$ cat config.mk
export PLATFORM = sky130hd
export DESIGN_NAME = switch_cmd_gen
export DESIGN_NICKNAME = d
export VERILOG_FILES = /design/src/rtl/shifter_pkg.sv /design/src/rtl/sw_debounce.sv /design/src/rtl/switch_cmd_gen.sv
export SDC_FILE = /design/constraint.sdc
export NUM_CORES = 1
export LEC_CHECK = 0
export ABC_CLOCK_PERIOD_IN_PS = 1950
export BUFFER_PORTS_ARGS = -buffer_cell sky130_fd_sc_hd__buf_2
export CORE_AREA = 2 2 62 64
export DETAILED_ROUTE_END_ITERATION = 12
export DIE_AREA = 0 0 64 66
export HOLD_SLACK_MARGIN = 0.06
export MAX_ROUTING_LAYER = met4
export PLACE_DENSITY = 0.71
export RECOVER_POWER = 25
export REMOVE_ABC_BUFFERS = 1
export SETUP_SLACK_MARGIN = 0.1
export SYNTH_ARGS = -nofsm -noshare
export SYNTH_HDL_FRONTEND = slang
export SYNTH_SLANG_ARGS = --single-unit
$ cat constraint.sdc
create_clock -name clk_out -period 1.95 [get_ports clk_out]
set_input_delay 0.4875 -clock clk_out [delete_from_list [all_inputs] [get_ports clk_out]]
set_output_delay 0.4875 -clock clk_out [all_outputs]
set_load 0.005 [all_outputs]
$ cat src/rtl/shifter_pkg.sv
// ============================================================================
// Module   : shifter_pkg
// Brief    : Command codes, FSM states and command mapping for the shifter.
// Revision : 1.0 - initial release
// ============================================================================
`default_nettype none

package shifter_pkg;

    typedef enum logic [2:0] {
        CMD_NOP      = 3'd0,
        CMD_SHL_ZERO = 3'd1,
        CMD_SHR_ZERO = 3'd2,
        CMD_SHR_KEEP = 3'd3,
        CMD_ROL      = 3'd4,
        CMD_ROR      = 3'd5
    } cmd_e;

    typedef enum logic [1:0] {
        IDLE = 2'd0,
        RUN  = 2'd1,
        ERR  = 2'd2
    } state_e;

    // sel=010 with dir=0 deliberately shares the plain zero-fill left shift.
    function automatic cmd_e map_cmd(input logic [2:0] sel, input logic dir);
        cmd_e w_cmd;
        case (sel)
            3'b001:  w_cmd = dir ? CMD_SHR_ZERO : CMD_SHL_ZERO;
            3'b010:  w_cmd = dir ? CMD_SHR_KEEP : CMD_SHL_ZERO;
            3'b100:  w_cmd = dir ? CMD_ROR      : CMD_ROL;
            default: w_cmd = CMD_NOP;
        endcase
        return w_cmd;
    endfunction

endpackage

`default_nettype wire

$ cat src/rtl/sw_debounce.sv
// ============================================================================
// Module   : sw_debounce
// Brief    : Two-flop synchronizer plus whole-vector stability debounce.
// Revision : 1.0 - initial release
// ============================================================================
`default_nettype none

module sw_debounce #(
    parameter int WIDTH   = 4,
    parameter int DEB_CYC = 2
) (
    input  logic             clk_out,
    input  logic             rst_n,
    input  logic [WIDTH-1:0] i_sw,
    output logic [WIDTH-1:0] o_deb
);

    localparam logic [3:0] c_DEB_CYC = 4'(DEB_CYC);

    logic [WIDTH-1:0] r_sync1;
    logic [WIDTH-1:0] r_sync2;
    logic [WIDTH-1:0] r_prev;
    logic [WIDTH-1:0] r_deb;
    logic [3:0]       r_stable;
    logic [3:0]       w_stable_n;
    logic             w_load;

    // r_stable counts edges (including this one) at which the synchronized
    // vector has held its current value; a change restarts the count at one.
    always_comb begin
        w_stable_n = r_stable;
        w_load     = 1'b0;
        if (r_sync2 != r_prev) begin
            w_stable_n = 4'd1;
        end else if (r_stable != 4'hF) begin
            w_stable_n = r_stable + 4'd1;
        end
        w_load = (w_stable_n >= c_DEB_CYC) && (r_sync2 != r_deb);
    end

    always_ff @(posedge clk_out or negedge rst_n) begin
        if (!rst_n) begin
            r_sync1  <= '0;
            r_sync2  <= '0;
            r_prev   <= '0;
            r_deb    <= '0;
            r_stable <= 4'd0;
        end else begin
            r_sync1  <= i_sw;
            r_sync2  <= r_sync1;
            r_prev   <= r_sync2;
            r_stable <= w_stable_n;
            if (w_load) begin
                r_deb <= r_sync2;
            end
        end
    end

    assign o_deb = r_deb;

endmodule

`default_nettype wire

$ cat src/rtl/switch_cmd_gen.sv
// ============================================================================
// Module   : switch_cmd_gen
// Brief    : Debounced switch decode into one-cycle shift commands.
//            SWITCH_CMD_AUTOREPEAT_EN adds periodic reissue in RUN.
// Revision : 1.0 - initial release
// ============================================================================
`default_nettype none

module switch_cmd_gen #(
    parameter int DEB_CYC  = 2,
    parameter int STEP_DIV = 1
) (
    input  logic       clk_out,
    input  logic       rst_n,
    input  logic [3:0] switch,
    output logic [2:0] cmd,
    output logic       cmd_valid,
    output logic       mode_err,
    output logic [7:0] step_cnt
);

    import shifter_pkg::*;

    if (DEB_CYC < 1 || DEB_CYC > 15) begin : g_bad_deb_cyc
        $error("switch_cmd_gen: DEB_CYC out of range 1..15");
    end
    if (STEP_DIV < 1 || STEP_DIV > 255) begin : g_bad_step_div
        $error("switch_cmd_gen: STEP_DIV out of range 1..255");
    end

    logic [3:0] w_deb;
    logic       w_sel_zero;
    logic       w_sel_legal;
    logic       w_rpt_due;
    logic       w_pulse;
    logic       w_step_clr;
    state_e     w_state_n;
    cmd_e       w_cmd_n;

    state_e     r_state;
    cmd_e       r_cmd;
    logic       r_valid;
    logic [7:0] r_step;
    logic [3:0] r_last;

    sw_debounce #(
        .WIDTH   (4),
        .DEB_CYC (DEB_CYC)
    ) u_deb (
        .clk_out (clk_out),
        .rst_n   (rst_n),
        .i_sw    (switch),
        .o_deb   (w_deb)
    );

    assign w_sel_zero  = (w_deb[2:0] == 3'b000);
    assign w_sel_legal = $onehot(w_deb[2:0]);

`ifdef SWITCH_CMD_AUTOREPEAT_EN
    localparam logic [7:0] c_RPT_LOAD = 8'(STEP_DIV - 1);

    logic [7:0] r_rpt;

    always_ff @(posedge clk_out or negedge rst_n) begin
        if (!rst_n) begin
            r_rpt <= 8'd0;
        end else if (w_pulse) begin
            r_rpt <= c_RPT_LOAD;
        end else if (r_state == RUN && r_rpt != 8'd0) begin
            r_rpt <= r_rpt - 8'd1;
        end
    end

    assign w_rpt_due = (r_rpt == 8'd0);
`else
    assign w_rpt_due = 1'b0;
`endif

    always_comb begin
        w_state_n  = r_state;
        w_cmd_n    = r_cmd;
        w_pulse    = 1'b0;
        w_step_clr = 1'b0;
        case (r_state)
            IDLE: begin
                if (w_sel_zero) begin
                    w_cmd_n    = CMD_NOP;
                    w_step_clr = 1'b1;
                end else if (w_sel_legal) begin
                    w_state_n = RUN;
                    w_pulse   = 1'b1;
                end else begin
                    w_state_n = ERR;
                    w_cmd_n   = CMD_NOP;
                end
            end
            RUN: begin
                if (w_sel_zero) begin
                    w_state_n  = IDLE;
                    w_cmd_n    = CMD_NOP;
                    w_step_clr = 1'b1;
                end else if (!w_sel_legal) begin
                    w_state_n = ERR;
                    w_cmd_n   = CMD_NOP;
                end else if (w_deb != r_last || w_rpt_due) begin
                    // A change coinciding with repeat expiry yields one pulse.
                    w_pulse = 1'b1;
                end
            end
            ERR: begin
                w_cmd_n = CMD_NOP;
                if (w_sel_zero) begin
                    w_state_n  = IDLE;
                    w_step_clr = 1'b1;
                end
            end
            default: begin
                w_state_n = IDLE;
                w_cmd_n   = CMD_NOP;
            end
        endcase
        if (w_pulse) begin
            w_cmd_n = map_cmd(w_deb[2:0], w_deb[3]);
        end
    end

    always_ff @(posedge clk_out or negedge rst_n) begin
        if (!rst_n) begin
            r_state <= IDLE;
            r_cmd   <= CMD_NOP;
            r_valid <= 1'b0;
            r_step  <= 8'd0;
            r_last  <= 4'd0;
        end else begin
            r_state <= w_state_n;
            r_cmd   <= w_cmd_n;
            r_valid <= w_pulse;
            if (w_step_clr) begin
                r_step <= 8'd0;
            end else if (w_pulse) begin
                r_step <= r_step + 8'd1;
            end
            if (w_pulse) begin
                r_last <= w_deb;
            end
        end
    end

    assign cmd       = r_cmd;
    assign cmd_valid = r_valid;
    assign mode_err  = (r_state == ERR);
    assign step_cnt  = r_step;

endmodule

`default_nettype wire

==> insert_results.sql <==
INSERT INTO impl_metrics (metric_group, metric, value, unit) VALUES
('status', 'status', 'complete, but fails checks', ''),
('status', 'failed_checks', 'setup timing', ''),
('sta', 'timing.slew.headroom', '0.3803', ''),
('critical_path', 'timing.critical_path.arrival', '2.23', 'ns'),
('critical_path', 'endpoint_kind', 'register', ''),
('min_path', 'holdCritPathClass', 'in -> reg', ''),
('drt', 'routed_via_density', '5.366', ''),
('logic_synthesis', 'library_cell_with_the_highest_instance_count_after_synthesis', 'sky130_fd_sc_hd__dfrtp_1', ''),
('logic_synthesis', 'post_synth_most_frequent_cells', '38 x sky130_fd_sc_hd__dfrtp_1, 16 x sky130_fd_sc_hd__nand2_1, 9 x sky130_fd_sc_hd__xnor2_1, 8 x sky130_fd_sc_hd__mux2i_1, 7 x sky130_fd_sc_hd__nand3_1', ''),
('global_routing', 'groute.usage.overall', '0.1872', ''),
('sta', 'fin_ws', '-0.02219', 'ns'),
('min_path', 'worst_hold_startpoint', 'switch[3]', ''),
('job', 'max_cap_violations', '0', ''),
('cts', 'tritoncts', 'yes', ''),
('placed_design', 'dp.final_hpwl', '2.256', 'mm'),
('placed_design', 'place.port_buffers', '18', ''),
('cts', 'number_of_buffers_created_by_cts', '5', ''),
('logic_synthesis', 'post_synth_inst_count', '145', ''),
('cts', 'clk_transition_reported_paths', '0.12', 'ns'),
('cells_and_area', 'final_core_occ', '0.5937', ''),
('cts', 'clk_root_buffer_cell', 'sky130_fd_sc_hd__clkbuf_4', ''),
('global_routing', 'overflow', '0', ''),
('logic_synthesis', 'synth.distinct_cells', '42', ''),
('placed_design', 'place_worst_setup_slack', '-0.04206', 'ns'),
('sta', 'grt_setup_unrepaired', 'true', ''),
('sta', 'final_worst_path_cycle_share', '1.011', ''),
('sta', 'slew_viol_final', '0', ''),
('cts', 'post_cts_hold_buffer_count', '0', ''),
('logic_synthesis', 'most_area_hungry_cell_type_in_the_yosys_netlist', 'sky130_fd_sc_hd__dfrtp_1', ''),
('cts', 'cts_buffer_depth', '2', ''),
('critical_path', 'timing.critical_path.fanout_max', '6', ''),
('drt', 'ant_nets', '0', ''),
('logic_synthesis', 'synth_area', '0.001723', 'sq mm'),
('sta', 'hold_violations', '0', ''),
('floorplan', 'die-height', '66', 'um'),
('cts', 'clock-sinks', '38', ''),
('floorplan', 'dieArea', '0.004224', 'sq mm'),
('logic_synthesis', 'synth_top_area_frac', '0.5519', ''),
('logic_synthesis', 'synth.avg_cell_area', '11.88', 'sq um'),
('critical_path', 'worst_reg2reg_startpoint', 'u_deb.o_deb[2]', ''),
('sta', 'setup_viol', '2', ''),
('sta', 'finalCriticalPeriod', '1.972', 'ns'),
('drt', 'via_count', '1245', ''),
('floorplan', 'initial_utilization', '0.4852', ''),
('power_and_ir_drop', 'total_power', '2.962', 'mW'),
('floorplan', 'fp.coreArea', '0.003551', 'sq mm'),
('critical_path', 'critical_path.startpoint', 'u_deb.o_deb[2]', ''),
('critical_path', 'cp_data_required_time', '2.20', 'ns'),
('logic_synthesis', 'ys_warns', '0', ''),
('cells_and_area', 'antenna_diode_instance_count', '0', ''),
('cts', 'number_of_h_tree_levels', '2', ''),
('cells_and_area', 'layout-drive-gt1-share', '0.3424', ''),
('power_and_ir_drop', 'power.ir.vdd_worst', '0.0007235', 'V'),
('drt', 'detail_route.wl_per_cell', '14.59', 'um'),
('drt', 'detailedRoute.firstPassIterationCount', '4', ''),
('cells_and_area', 'layout.cells.non_filler', '232', ''),
('logic_synthesis', 'ys_top_cells_by_area', 'sky130_fd_sc_hd__dfrtp_1 55%, sky130_fd_sc_hd__mux2i_1 4.6%, sky130_fd_sc_hd__xnor2_1 4.6%', ''),
('cells_and_area', 'fin_nets', '192', ''),
('global_routing', 'via_count_of_the_first_global_routing_pass', '1256', ''),
('drt', 'wirelength', '3.385', 'mm'),
('global_routing', 'grt_antenna_before_repair', '0', ''),
('drt', 'drt-initial-drc-count', '20', ''),
('sta', 'fin_setup_tns', '-0.03836', 'ns'),
('placed_design', 'gpl.final_weighted_congestion', '0.8165', ''),
('logic_synthesis', 'synth_async_sr_flop_share', '1.000', ''),
('sta', 'clock_skew', '0.008622', 'ns'),
('logic_synthesis', 'number_of_flops_mapped_to_enable_cells_by_yosys', '0', ''),
('cts', 'clock_latency', '0.35', 'ns'),
('logic_synthesis', 'number_of_synthesized_register_bits', '38', ''),
('critical_path', 'crit_type', 'reg -> reg', ''),
('power_and_ir_drop', 'power.leakage', '0.9819', 'nW');
==> metrics by stage <==
step	cell area [sq um]	hold slack, ns
floorplan	1695	0.1919
global placement	1891	0.3326
detailed placement	1891	0.3347
CTS	2073	0.1666
global route	2108	0.2007
finish	2108	0.2348
==> registers in the layout (all words and copies together) (netlist names) <==
name	count
step_cnt	8
r_last	4
u_deb.o_deb	4
u_deb.r_prev	4
u_deb.r_stable	4
u_deb.r_sync1	4
u_deb.r_sync2	4
cmd	3
r_state	2
cmd_valid	1
==> worst max-delay path: stages (launching register included) <==
cell                      delay, ns
sky130_fd_sc_hd__dfrtp_1       0.38
sky130_fd_sc_hd__inv_2         0.06
sky130_fd_sc_hd__fa_1          0.51
sky130_fd_sc_hd__nor3b_2       0.21
sky130_fd_sc_hd__buf_4         0.18
sky130_fd_sc_hd__nand2_8       0.08
sky130_fd_sc_hd__inv_8         0.07
sky130_fd_sc_hd__o21ai_4       0.07
sky130_fd_sc_hd__mux2_4        0.30
==> cell usage in the layout (no fill, tap or decap), types with 5 or more instances in the layout <==
| cell type | n |
|---|---|
| sky130_fd_sc_hd__mux2i_1 | 7 |
| sky130_fd_sc_hd__nand3_1 | 7 |
| sky130_fd_sc_hd__clkbuf_4 | 5 |
| sky130_fd_sc_hd__buf_2 | 19 |
| sky130_fd_sc_hd__dfrtp_1 | 38 |
| sky130_fd_sc_hd__nor2_1 | 5 |
| sky130_fd_sc_hd__xnor2_1 | 9 |
| sky130_fd_sc_hd__buf_4 | 14 |
| sky130_fd_sc_hd__nand2_1 | 16 |
==> area by class of cell <==
class,instances,area [sq um]
Clock buffer,5,37.54
Clock inverter,3,68.82
Fill cell,295,1443
Inverter,5,26.28
Multi-Input combinational cell,99,759.5
Sequential cell,38,950.9
Tap cell,48,60.06
Timing Repair Buffer,34,205.2
==> per-layer routing <==
layer | share of wire | up-vias | wire length [um] | track usage
met5 | 0 | - | 0 | -
met4 | 0.020 | 0 | 68 | 0.08967
met3 | 0.038 | 9 | 127 | 0.05111
met2 | 0.50 | 28 | 1694 | 0.2852
met1 | 0.44 | 617 | 1495 | 0.2327
li1 | - | 591 | - | -
==> repair_timing <==
item | CTS | global route
cloned | 0 | 0
pin swaps | 3 | 2
setup endpoints to repair | 11 | 15
buffers inserted | 8 | 2
gates resized for setup | 7 | 6
==> final timing paths <==
check                                        end  slack (ns)  cells after the start
worst max register to register         r_last[1]       -0.02                      8
max in group asynchronous            step_cnt[2]        1.04                      2
worst min register to register  u_deb.r_sync2[0]        0.36                      0
worst max-delay path                   r_last[1]       -0.02                      8
min in group asynchronous       u_deb.r_sync1[1]        0.34                      2
worst min-delay path            u_deb.r_sync1[3]        0.23                      1
==> logic make-up after synthesis <==
kind of cell / share of synthesized area
compound gates: 0.09660
xor+xnor: 0.05084
fa+ha+maj: 0.02614
buf+inv: 0.02977
flops: 0.5519
mux: 0.07916
simple gates: 0.1656
==> where the power goes <==
part / leakage [nW] / internal [mW] / switching (mW)
logic: 0.448 / 0.576 / 0.665
clock network: 0.0554 / 0.401 / 0.273
registers: 0.479 / 0.932 / 0.116
Power figures use the tool's default switching activity.
